===== config.mk =====
export PLATFORM = sky130hd
export DESIGN_NAME = sipo_deserializer
export DESIGN_NICKNAME = d
export VERILOG_FILES = /design/src/rtl/sipo_deserializer.sv
export SDC_FILE = /design/constraint.sdc
export NUM_CORES = 1
export LEC_CHECK = 0
export ABC_AREA = 0
export ABC_CLOCK_PERIOD_IN_PS = 3300
export BUFFER_PORTS_ARGS = -buffer_cell sky130_fd_sc_hd__buf_2
export CAP_MARGIN = 10
export CORE_AREA = 4 4 47 49
export CTS_BUF_LIST = sky130_fd_sc_hd__clkbuf_16
export CTS_CLUSTER_SIZE = 14
export DETAILED_ROUTE_END_ITERATION = 6
export DIE_AREA = 0 0 51 53
export PLACE_DENSITY = 0.77
export SLEW_MARGIN = 0
export SYNTH_ARGS = -nofsm -noshare
export SYNTH_HDL_FRONTEND = slang
export SYNTH_SLANG_ARGS = --single-unit
export TNS_END_PERCENT = 100

===== constraint.sdc =====
create_clock -name clk -period 3.3 [get_ports clk]
set_clock_uncertainty 0.1 [all_clocks]
set_input_delay 0.66 -clock clk [delete_from_list [all_inputs] [get_ports clk]]
set_output_delay 0.66 -clock clk [all_outputs]
set_load 0.02 [all_outputs]

===== src/rtl/sipo_deserializer.sv =====
// Serial-in parallel-out deserializer: captures DW strobed bits after a start
// request and presents the finished word on out with a one-cycle valid pulse.
module sipo_deserializer #(
  parameter int DW        = 8,
  parameter bit LSB_FIRST = 1'b1
) (
  input  logic          clk,
  input  logic          rst,
  input  logic          start,
  input  logic          enb,
  input  logic          sin,
  output logic [DW-1:0] out,
  output logic          valid,
  output logic          busy,
  output logic          err
);

  // state | meaning
  // IDLE  | waiting for start
  // SHIFT | capturing bits on enb strobes
  // DONE  | one cycle, new word on out, valid high

  localparam int              CW   = $clog2(DW + 1);
  localparam logic [CW-1:0]   LAST = CW'(DW - 1);

  typedef enum logic [1:0] {IDLE, SHIFT, DONE} state_t;

  state_t        state;
  logic [CW-1:0] cnt;
  logic [DW-1:0] sr;
  logic [DW-1:0] sr_next;

  always_comb begin
    sr_next = sr;
    if (LSB_FIRST) sr_next = {sin, sr[DW-1:1]};
    else           sr_next = {sr[DW-2:0], sin};
  end

  always_ff @(posedge clk or posedge rst) begin
    if (rst) begin
      state <= IDLE;
      cnt   <= '0;
      sr    <= '0;
      out   <= '0;
      valid <= 1'b0;
      busy  <= 1'b0;
      err   <= 1'b0;
    end else begin
      valid <= 1'b0;
      err   <= 1'b0;
      case (state)
        IDLE: begin
          // a strobe coinciding with start is deliberately not captured
          if (start) begin
            state <= SHIFT;
            cnt   <= '0;
            busy  <= 1'b1;
          end
        end
        SHIFT: begin
          err <= start;
          if (enb) begin
            sr <= sr_next;
            if (cnt == LAST) begin
              out   <= sr_next;
              state <= DONE;
              cnt   <= '0;
              valid <= 1'b1;
              busy  <= 1'b0;
            end else begin
              cnt <= cnt + CW'(1);
            end
          end
        end
        DONE: begin
          if (start) begin
            state <= SHIFT;
            cnt   <= '0;
            busy  <= 1'b1;
          end else begin
            state <= IDLE;
          end
        end
        default: begin
          state <= IDLE;
          busy  <= 1'b0;
        end
      endcase
    end
  end

endmodule


Word-level counts from Yosys, hierarchy flattened

Index checks and enable logic that the tools add are counted.

Flip-flop bits (word level): 25
Bits in writable memories: 0
Latch bits: 0
Logic and storage cells: 40
Memories kept: 0
Output and inout bits: 11
ROM bits: 0
Bits of input ports: 5

Divide/modulo/power cells: 0
Order comparisons: 0
Reduce and logical (&&, ||, !) cells: 8
Muxes and demuxes: 17
Add/sub/neg operators: 1
Bitwise operators: 0
Shift-type cells: 0
Multiply operators: 0
Equality and inequality tests: 7

Operators with widths:

| operator                                                                 | count |
|---|---|
| 4-bit two-way mux                                                        | 3 |
| 3-bit AND reduction                                                      | 4 |
| 1-bit two-way mux                                                        | 8 |
| 4-bit case mux with 2 select lines                                       | 1 |
| 2-bit two-way mux                                                        | 3 |
| 2-bit inequality test (second input constant)                            | 3 |
| 2-bit case mux with 3 select lines                                       | 1 |
| 4-bit by 1-bit adder with 4-bit output (second input constant)           | 1 |
| 4-bit by 3-bit == test with 1-bit output (second input constant)         | 1 |
| 2-bit by 1-bit == test with 1-bit output (second input constant)         | 1 |
| 2-bit == test (second input constant)                                    | 1 |
| 2-bit logical NOT                                                        | 1 |
| 2-bit by 1-bit inequality test with 1-bit output (second input constant) | 1 |
| 1-bit case mux with 2 select lines                                       | 1 |
| 2-bit AND reduction                                                      | 1 |
| 2-bit nonzero test                                                       | 1 |
| 2-bit OR reduction                                                       | 1 |

Longest topological paths before layout

Gate-level depths: netlist of run 1.

Word-level depth: 4
Gate-level depth with buffers: 5
Gate-level depth less buffers: 4

Worst setup path after synthesis of run 1

OpenSTA, ideal clock, no wires.

Path kind: input to register
From: input port enb
To: register out[7]
Data arrival time: 1.423 ns
Setup time: 0.125 ns
Stages: 3
Data required time: 3.075 ns
Path slack: 1.652 ns
Path buffers: 0
Cell sequence: nand4b_4 > nor3_4 > mux2_2

Word-level cells in the longest chain between the ends: 1

RTL lines:

| what                                 | line | text |
|---|---|---|
| start, declared                      | 10   | `input logic enb,` |
| 3-bit AND reduction (no source line) | n/a  |  |
| end signal, assigned                 | 65   | `out <= sr_next;` |
| end, declared                        | 12   | `output logic [DW-1:0] out,` |

No other way between the ends.
A chain may end at the register's enable or synchronous reset.

Worst setup path in the final report of run 1

From: register cnt[0]
To: register out[4]

Word-level cells in the longest chain between the ends: 2

RTL lines:

| what                                     | line | text |
|---|---|---|
| start, declared                          | 29   | `logic [CW-1:0] cnt;` |
| start signal, assigned                   | 71   | `cnt <= cnt + CW'(1);` |
| 4-bit by 3-bit == test with 1-bit output | 64   | `if (cnt == LAST) begin` |
| 3-bit AND reduction (no source line)     | n/a  |  |

No other way between the ends.

==> results by group, run 1 <==
Outcome
  • Status: finished clean

Cells and area
  • Final Net Count: 93
  • Area occupied by multi-input gates: 346.6 um^2
  • Diode count: 0
  • Share of layout cells above drive strength 1: 41.86%
  • Fillcell total: 150
  • Synthesis-to-finish area growth: 18.28%
  • FF+latch area: approximately 600 um^2

Setup path
  • CP bufs+invs: 0
  • Worst Reg-to-Reg Cells: 4
  • Max incr delay on CP: 0.39 ns
  • Register-to-register setup slack: 1.55 ns
  • Crit path max-delay family: simple AND/OR/NAND/NOR gates
  • Worst Path Max Fanout: 9
  • Worst reg2reg startpoint: cnt[0]
  • Crit-path cells: ha_1, nand4b_4, nor3_4, mux2_2
  • Crit start category: register
  • Setup Crit Path Kind: reg2reg
  • Crit Reg-Reg Endpoint: out[4]
  • CP Data Required Time: between 3 and 4 ns
  • Critical Path Sink Type: register
  • Slowest CP cell: dfrtp_1
  • WP data arrival: around 1.8 ns

Logic synthesis
  • Yosys top cell by area: dfrtp_1
  • Cell Area, Synth: 972.2 um^2
  • Post-synth EDFFs: 0
  • Post-synthesis compound-gate area fraction: 6.564%
  • Mapped Cells: 69
  • Sequential-to-total area share from yosys stat: 61.78%
  • Largest family of logic cells by synthesized area: multiplexers
  • Synth area leaders: dfrtp_1, mux2_2, nand4b_4, o211ai_1, nor3_4
  • Fraction of registers with async set/reset: between 90% and 100%
  • XOR/XNOR Fraction of Synth Area: 0%
  • Synth warn: 0
  • Cell variety after synth: 21
  • Share of the synthesized area in the top cell type: 61.78%
  • Post-synthesis mux area share: 17.37%
  • Syn Nets: 75
  • Synth Flop Type: dfrtp_1
  • Synth cell count leaders: dfrtp_1, mux2_2, inv_1, o211ai_1, o21ai_0
  • Simple-gate portion of the synthesized area: 10.42%
  • Post-Synth Adder-Cell Area: 1.287%
  • Syn avg cell area: 14.09 um^2
  • Flops & latches, synth: 24
  • Count leader, synth: dfrtp_1

Pwr
  • Psw: 0.3561 mW
  • Clock power share: 23.2%
  • Combinational Power Share: 30.2%
  • Pint: 0.7329 mW
  • Pwr dens: 947.1 nW/um^2
  • Reg power frac: approximately 47%
  • Sw Share: 32.70%
  • Leakage: 0.5680 nW
  • Worst VDD drop: 0.5100 mV

Hold path
  • Worst Hold End: out[2]
  • Hold Path Stages: 1
  • Worst Hold Launch: out[2]
  • Hold crit path type: reg2reg

Die
  • Die X: 51 um
  • Die Span Y: 53 um
  • IO Pins: 16
  • Row count: 16
  • Die footprint: 2703 um^2
  • Core box area: 1862 um^2
  • Starting Density: between 50 and 60%

STA
  • Crit path time final: 1.751 ns
  • Sum Neg Setup Slack: 0 ns
  • Peak Freq: 0.5712 GHz
  • Period utilization: 53.05%
  • Pins Over Slew Limit: 0
  • Final hold vios: 0
  • Worst-Margin Slew: ~0.85 ns
  • RSZ-0062 raised after global routing: no
  • Final WS setup: 1.549 ns
  • Final setup violation count: 0
  • Slew margin rel.: 43.00%

Drt
  • Final WL: about 1500 um
  • First-pass iteration count of the detailed router: 3
  • Detailed-route wire length per cell: between 10 and 15 um
  • DR iter-0 viols: 1
  • # DRC: 0
  • Vias per inst: 5.159
  • Post-route ant nets: 0
  • Routed via count: 583

GRT
  • Largest net degree at the start of global routing: 25
  • Vias in the first global route: 615
  • Gr ovfl total: 0
  • First-pass GRT wire length: 2746 um
  • GRT Util Overall: between 10 and 15%
  • Initial antenna violation count: 0

Placement
  • GP Congestion: 0.7026
  • Port Buffers: 15
  • Post-DP HPWL: 1156 um
  • Dpl ws: 1.381 ns

Clock network
  • TritonCTS clock tree: yes
  • Setup bufs post-CTS: 0
  • Hold-fix buffers, CTS: 0
  • Reg clk slew, reported paths: approximately 0.060 ns
  • Clock latency on the worst-skew pair: 0.25 ns
  • Resized Gates After CTS: 0
  • CTS HTree Levels: 1
  • CTS max path bufs: 2
  • CTS sink count: 24
  • Clock root buffer: clkbuf_16
  • Num CTS Buffers: 3

Run
  • Maxcap violations: 0
stage by stage:
stage / total power [mW] / util (%) / instances / hold slack, ns / area, um^2
after floorplan: 0.7440 / - / 69 / 0.3736 / 972.2
after global placement: 0.8262 / 57.53 / 109 / 0.3885 / 1071
after detailed placement: 0.8468 / 57.53 / 109 / 0.3907 / 1071
after CTS: 1.103 / 61.76 / 113 / 0.4039 / 1150
after global routing: 1.162 / 61.76 / 113 / 0.4248 / 1150
final: 1.089 / 61.76 / 113 / 0.4023 / 1150
final cells by class:
class                   count  area share, %
clock inverters             1         0.3264
clock buffers               3          6.529
inverters                   4          1.306
well taps                  27          2.938
repair buffers             15          6.529
multi-input cells          39          30.14
flip-flops and latches     24          52.23
routing by layer:
metal	vias to the layer above	part of all wire, %	track usage, %
met4	0	1.4	9.417
met1	292	40	15.04
li1	281	-	-
met5	-	0	0
met3	2	3.6	4.789
met2	8	55	25.11
cells in the final DEF, fill, tap and decap left out, drive strengths merged, types with 3 or more instances in the layout:
master  netlist  layout
mux2         15      15
o211ai        3       3
o21ai         3       3
buf           2      15
nor3          3       3
inv           4       4
dfrtp        24      24
clkbuf        0       3
power groups by stage:
stage	registers, mW	clock network, mW	logic, mW
after floorplan	0.547	0	0.197
after global placement	0.505	0	0.322
after detailed placement	0.513	0	0.334
after CTS	0.509	0.258	0.335
after global routing	0.524	0.275	0.362
final	0.507	0.253	0.329
cell families (layout without fill, tap and decap cells):
family,count (synthesis),in the layout
buffers and inverters,6,23
and+or+nand+nor,13,13
adders and majority gates,1,1
muxes,15,15
AOI/OAI and AO/OA,10,10
DFF,24,24
flip-flops by register name (all words and copies together), names as in the netlist:
register / cells
cnt: 4
valid: 1
state: 2
sr: 7
err: 1
busy: 1
out: 8
how the worst max path moves through the flow:
stage,startpoint,endpoint,cells past startpoint
floorplan,enb,out[7],3
global placement,enb,out[5],4
detailed placement,enb,cnt[3],3
CTS,cnt[0],out[4],4
global route,cnt[0],out[5],4
finish,cnt[0],out[4],4
Power figures use the tool's default switching activity.
==> run 2: changes to the inputs <==
Settings changed: ABC_CLOCK_PERIOD_IN_PS 3300 to 1700, CORE_AREA 4 4 47 49 to 4 4 48 50, DIE_AREA 0 0 51 53 to 0 0 52 54, PLACE_DENSITY 0.77 to 0.74.
Clock period 3.3 ns to 1.7 ns, I/O delays scaled along.
==> run 2 against run 1 <==
Compared with the run above: sequential power rose by 93%; register-to-register slack got worse by 1.5 ns; hold slack worse by 0.38 ns; setup slack worse by 1.5 ns; utilization grew 1.1 points; final cell count up 3.5%; critical endpoint is now out[5]; fmax grew 8.7%; clock-buffer cell count is the same; flip-flop and latch count unchanged; via count grew 5.8%; critical path depth rose by 1; power grew 99%.
==> results by group, run 2 (synthesized netlist as in run 1, its figures left out) <==
Setup path
  • Crit start category: register (unchanged)
  • Worst Reg-to-Reg Cells: 5 (was 4)
  • Critical Path Sink Type: register (unchanged)
  • WP data arrival: 1.65 ns (was 1.79 ns)
  • CP Data Required Time: 1.74 ns (was 3.33 ns)
  • Worst Path Max Fanout: 9 (unchanged)
  • Crit Reg-Reg Endpoint: out[5] (was out[4])
  • Register-to-register setup slack: 0.09 ns (was 1.55 ns)
  • Setup Crit Path Kind: reg2reg (unchanged)
  • Worst reg2reg startpoint: cnt[0] (unchanged)

Clock network
  • CTS HTree Levels: 1 (unchanged)
  • TritonCTS clock tree: yes (unchanged)
  • CTS max path bufs: 2 (unchanged)
  • Clock latency on the worst-skew pair: 0.25 ns (about the same)
  • Num CTS Buffers: 3 (unchanged)
  • Clock root buffer: clkbuf_16 (unchanged)
  • CTS sink count: 24 (unchanged)
  • Hold-fix buffers, CTS: 0 (unchanged)
  • Reg clk slew, reported paths: 0.06 ns (about the same)

Die
  • Row count: 16 (unchanged)
  • IO Pins: 16 (unchanged)
  • Core box area: 1902 um^2 (was 1862 um^2)
  • Die Span Y: 54 um (was 53 um)
  • Starting Density: 51.12% (was 52.22%)
  • Die footprint: 2808 um^2 (was 2703 um^2)
  • Die X: 52 um (was 51 um)

GRT
  • First-pass GRT wire length: 2760 um (was 2746 um)
  • Vias in the first global route: 591 (was 615)
  • Initial antenna violation count: 0 (unchanged)
  • Largest net degree at the start of global routing: 25 (unchanged)
  • GRT Util Overall: 13.63% (was 14.53%)
  • Gr ovfl total: 0 (unchanged)

STA
  • RSZ-0062 raised after global routing: no (unchanged)
  • Period utilization: 94.72% (was 53.05%)
  • Slew margin rel.: 80.08% (was 43.00%)
  • Crit path time final: 1.610 ns (was 1.751 ns)
  • Final hold vios: 0 (unchanged)
  • Final setup violation count: 0 (unchanged)
  • Worst-Margin Slew: 0.2988 ns (was 0.8541 ns)
  • Pins Over Slew Limit: 0 (unchanged)
  • Sum Neg Setup Slack: 0 ns (unchanged)
  • Peak Freq: 0.6210 GHz (was 0.5712 GHz)

Drt
  • Top Layer Used: met4 (unchanged)
  • First-pass iteration count of the detailed router: 4 (was 3)
  • # DRC: 0 (unchanged)
  • Wire length on met1: 708 um (was 625 um)
  • Detailed-route wire length per cell: 13.61 um (was 13.67 um)
  • Met3 wire length: 73 um (was 55 um)
  • DR iter-0 viols: 6 (was 1)
  • Routed via count: 617 (was 583)
  • Final WL: 1592 um (was 1545 um)
  • Post-route ant nets: 0 (unchanged)
  • Vias per inst: 5.274 (was 5.159)
  • WL met2: 799 um (was 843 um)

Placement
  • GP Congestion: 0.7879 (was 0.7026)
  • Port Buffers: 15 (unchanged)
  • Post-DP HPWL: 1160 um (was 1156 um)
  • Placed Area: 1106 um^2 (was 1071 um^2)

Outcome
  • Status: finished clean (unchanged)

Pwr
  • Worst VDD drop: 1.020 mV (was 0.5100 mV)
  • Clock power share: 23.2% (about the same)
  • Psw: 0.7083 mW (was 0.3561 mW)
  • Pint: 1.456 mW (was 0.7329 mW)
  • Pwr dens: 1811 nW/um^2 (was 947.1 nW/um^2)
  • Leakage: 0.5887 nW (was 0.5680 nW)
  • Combinational Power Share: 31.6% (was 30.2%)
  • Reg power frac: 45.2% (was 46.6%)
  • Sw Share: 32.72% (was 32.70%)

Cells and area
  • Most flops, register: out (unchanged)
  • Final Net Count: 97 (was 93)
  • Design area: 1195 um^2 (was 1150 um^2)
  • Most frequent cells in the layout: dfrtp_1, mux2_2, buf_2 (unchanged)
  • Fillcell total: 150 (unchanged)
  • Largest registers: out x8, sr x7, cnt x4 (unchanged)
  • Synthesis-to-finish area growth: 22.91% (was 18.28%)
  • Commonest non-fill, non-tap cell in the layout: dfrtp_1 (unchanged)
  • Share of layout cells above drive strength 1: 45.56% (was 41.86%)
  • Max reg flops: 8 (unchanged)
  • Diode count: 0 (unchanged)

Run
  • Maxcap violations: 0 (unchanged)

Hold path
  • Hold crit path type: in2async (was reg2reg)
==> run 2: worst max-delay path, cell delays in order (launching register included) <==
cell,delay [ns]
dfrtp_1,0.37
ha_2,0.24
nand4b_4,0.13
nor3_4,0.17
buf_12,0.15
mux2_2,0.33
==> run 2: timing repair <==
item / CTS / global route
endpoints found under the setup margin: 0 / 8
gates resized for setup: 0 / 1
hold endpoints to repair: 0 / 0
setup buffers: 0 / 1
==> run 2: metrics by stage <==
step | hold WS (ns) | worst slack [ns] | power, mW | utilization (%) | cells
2_1_floorplan | 0.2546 | 0.1056 | 1.444 | - | 69
3_3_place_gp | 0.2911 | 0.1024 | 1.623 | 58.16 | 112
3_5_place_dp | 0.3116 | 0.02657 | 1.661 | 58.16 | 112
4_1_cts | 0.04057 | 0.006778 | 2.164 | 62.30 | 116
5_1_grt | 0.04756 | 0.02196 | 2.307 | 62.83 | 117
6_report | 0.02543 | 0.08972 | 2.164 | 62.83 | 117
==> run 2: layout make-up <==
| type | instances | area (um^2) | share of cell area (%) |
|---|---|---|---|
| flip-flops and latches | 24 | 600.6 | 50.26 |
| multi-input cells | 39 | 349.1 | 29.21 |
| repair buffers | 19 | 117.6 | 9.843 |
| clock buffers | 3 | 75.07 | 6.283 |
| well taps | 27 | 33.78 | 2.827 |
| inverters | 4 | 15.01 | 1.257 |
| clock inverters | 1 | 3.754 | 0.3141 |
==> run 2: routing by layer <==
metal | global-route usage [%] | vias up
met1 | 16.67 | 311
met5 | 0 | -
met3 | 4.155 | 2
li1 | - | 293
met2 | 22.59 | 11
met4 | 5.240 | 0
==> run 2: worst max-delay path by stage <==
| stage | start | end | slack (ns) | cells past startpoint |
|---|---|---|---|---|
| after floorplan | cnt[0] | out[7] | 0.11 | 4 |
| after global routing | cnt[1] | out[5] | 0.02 | 5 |
| after detailed placement | cnt[0] | out[5] | 0.03 | 5 |
| after global placement | cnt[0] | out[1] | 0.10 | 5 |
| after CTS | cnt[0] | out[5] | 0.007 | 5 |
| final | cnt[0] | out[5] | 0.09 | 5 |
==> run 2: power by group through the flow <==
stage               clock, mW  combinational, mW  sequential (mW)
CTS                     0.508              0.672            0.984
finish                  0.501              0.685            0.978
global placement            0              0.645            0.978
floorplan                   0              0.383             1.06
global route            0.537              0.755             1.02
detailed placement          0              0.667            0.994
==> run 3: changes to the inputs <==
Settings changed: ABC_CLOCK_PERIOD_IN_PS 1700 to 1400, CELL_PAD_IN_SITES_DETAIL_PLACEMENT from default to 1, CELL_PAD_IN_SITES_GLOBAL_PLACEMENT from default to 1, CORE_AREA 4 4 48 50 to 4 4 55 57, DIE_AREA 0 0 52 54 to 0 0 59 61, PLACE_DENSITY 0.74 to default, PLACE_DENSITY_LB_ADDON from default to 0.1.
Clock period 1.7 ns to 1.4 ns, I/O delays scaled along.
==> run 3 against run 2 <==
Compared with the run above: the flow now finishes with violations (negative setup slack); clock-buffer cell count stayed put; largest power group unchanged; first-iteration DRC count increased to 3.3 times the previous value; power increased by 43%; fmax up 0.12%.
==> results by group, run 3 (synthesized netlist as in run 1, its figures left out) <==
Setup path
  • Critical Path Sink Type: register (unchanged)
  • Slowest CP cell: dfrtp_1 (unchanged)
  • Max incr delay on CP: 0.38 ns (was 0.37 ns)
  • Setup Crit Path Kind: reg2reg (unchanged)
  • Worst Path Max Fanout: 3 (was 9)
  • Crit-path cells: ha_2, nand4b_4, nor3_4, buf_4, mux2_2 (was ha_2, nand4b_4, nor3_4, buf_12, mux2_2)
  • WP data arrival: 1.65 ns (about the same)
  • CP Data Required Time: 1.45 ns (was 1.74 ns)
  • Crit start category: register (unchanged)

Cells and area
  • Most flops, register: out (unchanged)
  • Share of layout cells above drive strength 1: 54.90% (was 45.56%)
  • Largest registers: out x8, sr x7, cnt x4 (unchanged)
  • Commonest non-fill, non-tap cell in the layout: dfrtp_1 (unchanged)
  • Most frequent cells in the layout: dfrtp_1, buf_2, buf_4, mux2_2, mux2_4 (was dfrtp_1, mux2_2, buf_2)
  • Final core utilization: 55.20% (was 62.83%)
  • Diode count: 0 (unchanged)
  • Max reg flops: 8 (unchanged)
  • Synthesis-to-finish area growth: 40.67% (was 22.91%)
  • Fin cells: 132 (was 117)
  • Design area: 1368 um^2 (was 1195 um^2)
  • Final Net Count: 109 (was 97)

STA
  • Final hold vios: 0 (unchanged)
  • Final setup violation count: 10 (was 0)
  • Hold slack: 0.1759 ns (was 0.02543 ns)
  • Period utilization: 114.9% (was 94.72%)
  • RSZ-0062 raised after global routing: yes (was no)
  • Pins Over Slew Limit: 0 (unchanged)
  • Sum Neg Setup Slack: -1.687 ns (was 0 ns)
  • Slew margin rel.: 80.10% (was 80.08%)
  • Peak Freq: 0.6218 GHz (was 0.6210 GHz)
  • Worst-Margin Slew: 0.2985 ns (was 0.2988 ns)
  • Final WS setup: -0.2083 ns (was 0.08972 ns)
  • Crit path time final: 1.608 ns (was 1.610 ns)

Hold path
  • Hold crit path type: in2reg (was in2async)

Pwr
  • Worst VDD drop: 1.312 mV (was 1.020 mV)
  • Pwr dens: 2266 nW/um^2 (was 1811 nW/um^2)
  • Leakage: 0.6864 nW (was 0.5887 nW)
  • Total power: 3.099 mW (was 2.164 mW)

Drt
  • Vias per inst: 5.023 (was 5.274)
  • Post-route ant nets: 0 (unchanged)
  • # DRC: 0 (unchanged)
  • Detailed-route wire length per cell: 15.73 um (was 13.61 um)
  • Final WL: 2077 um (was 1592 um)
  • DR iter-0 viols: 20 (was 6)
  • First-pass iteration count of the detailed router: 2 (was 4)
  • Routed via count: 663 (was 617)

Die
  • IO Pins: 16 (unchanged)
  • Core box area: 2477 um^2 (was 1902 um^2)
  • Die footprint: 3599 um^2 (was 2808 um^2)
  • Die Span Y: 61 um (was 54 um)
  • Die X: 59 um (was 52 um)
  • Row count: 18 (was 16)
  • Starting Density: 39.24% (was 51.12%)

Clock network
  • CTS sink count: 24 (unchanged)
  • Reg clk slew, reported paths: 0.07 ns (was 0.06 ns)
  • Clock root buffer: clkbuf_16 (unchanged)
  • CTS max path bufs: 2 (unchanged)
  • Num CTS Buffers: 3 (unchanged)
  • CTS HTree Levels: 1 (unchanged)
  • Clock latency on the worst-skew pair: 0.26 ns (was 0.25 ns)
  • TritonCTS clock tree: yes (unchanged)

Placement
  • Post-DP HPWL: 1453 um (was 1160 um)
  • GP Congestion: 0.7610 (was 0.7879)
  • Dpl ws: -0.2082 ns (was 0.02657 ns)
  • DP Cell Count: 126 (was 112)
  • Port Buffers: 15 (unchanged)
  • Placed Area: 1195 um^2 (was 1106 um^2)

GRT
  • Gr ovfl total: 0 (unchanged)
  • First-pass GRT wire length: 3443 um (was 2760 um)
  • Vias in the first global route: 708 (was 591)
  • Initial antenna violation count: 0 (unchanged)
  • Largest net degree at the start of global routing: 25 (unchanged)
  • GRT Util Overall: 13.23% (was 13.63%)

Outcome
  • Status: complete, but fails checks (was finished clean)
  • Failing checks: negative setup slack

Run
  • Maxcap violations: 0 (unchanged)
[run 3: cell types whose count changed in the layout (fill, tap and decap cells not counted), sizes merged]
| cell | before | now |
|---|---|---|
| buf | 19 | 30 |
| bufinv | 0 | 1 |
| clkinv | 1 | 0 |
| dlygate4sd3 | 0 | 1 |
[run 3: path summary, 6_finish.rpt]
check                            start     end  slack [ns]  cells past startpoint
worst max-delay path            cnt[1]  out[0]       -0.21                      5
worst min-delay path               sin  out[7]        0.18                      2
worst max register to register  cnt[1]  out[0]       -0.21                      5
worst min register to register  out[2]  out[2]        0.41                      1
max in group asynchronous          rst  cnt[2]        0.47                      4
min in group asynchronous          rst  out[4]        0.49                      4
[run 3: cell type report]
| cell class | instances | area [um^2] |
|---|---|---|
| Clock inverter | 1 | 30.03 |
| Multi-Input combinational cell | 39 | 391.6 |
| Tap cell | 30 | 37.54 |
| Inverter | 4 | 15.01 |
| Clock buffer | 3 | 75.07 |
| Timing Repair Buffer | 31 | 217.7 |
| Fill cell | 264 | 1110 |
| Sequential cell | 24 | 600.6 |
[run 3: metal layers]
layer,GRT usage (%),wire [um],vias up
li1,-,-,310
met1,17.67,992,338
met2,20.03,985,10
met3,3.191,57,5
met4,6.796,42,0
met5,0,0,-
[run 3: power by group]
part / internal [mW] / switching, mW
logic: 0.577 / 0.523
clock network: 0.569 / 0.252
registers: 0.980 / 0.198
total: 2.13 / 0.973
[run 3: what timing repair did]
action / 4_1_cts / 5_1_grt
hold endpoints to repair: 24 / 0
hold buffers: 1 / 0
buffers inserted: 0 / 1
pin swaps: 1 / 2
setup endpoints to repair: 11 / 11
gates resized for setup: 9 / 4
[run 3: critical path: cells and delay by family, from the launching register on]
family	cells	cell delay, ns
adders and majority gates	1	0.22
buffers and inverters	1	0.16
DFF	1	0.38
muxes	1	0.32
and+or+nand+nor	2	0.31
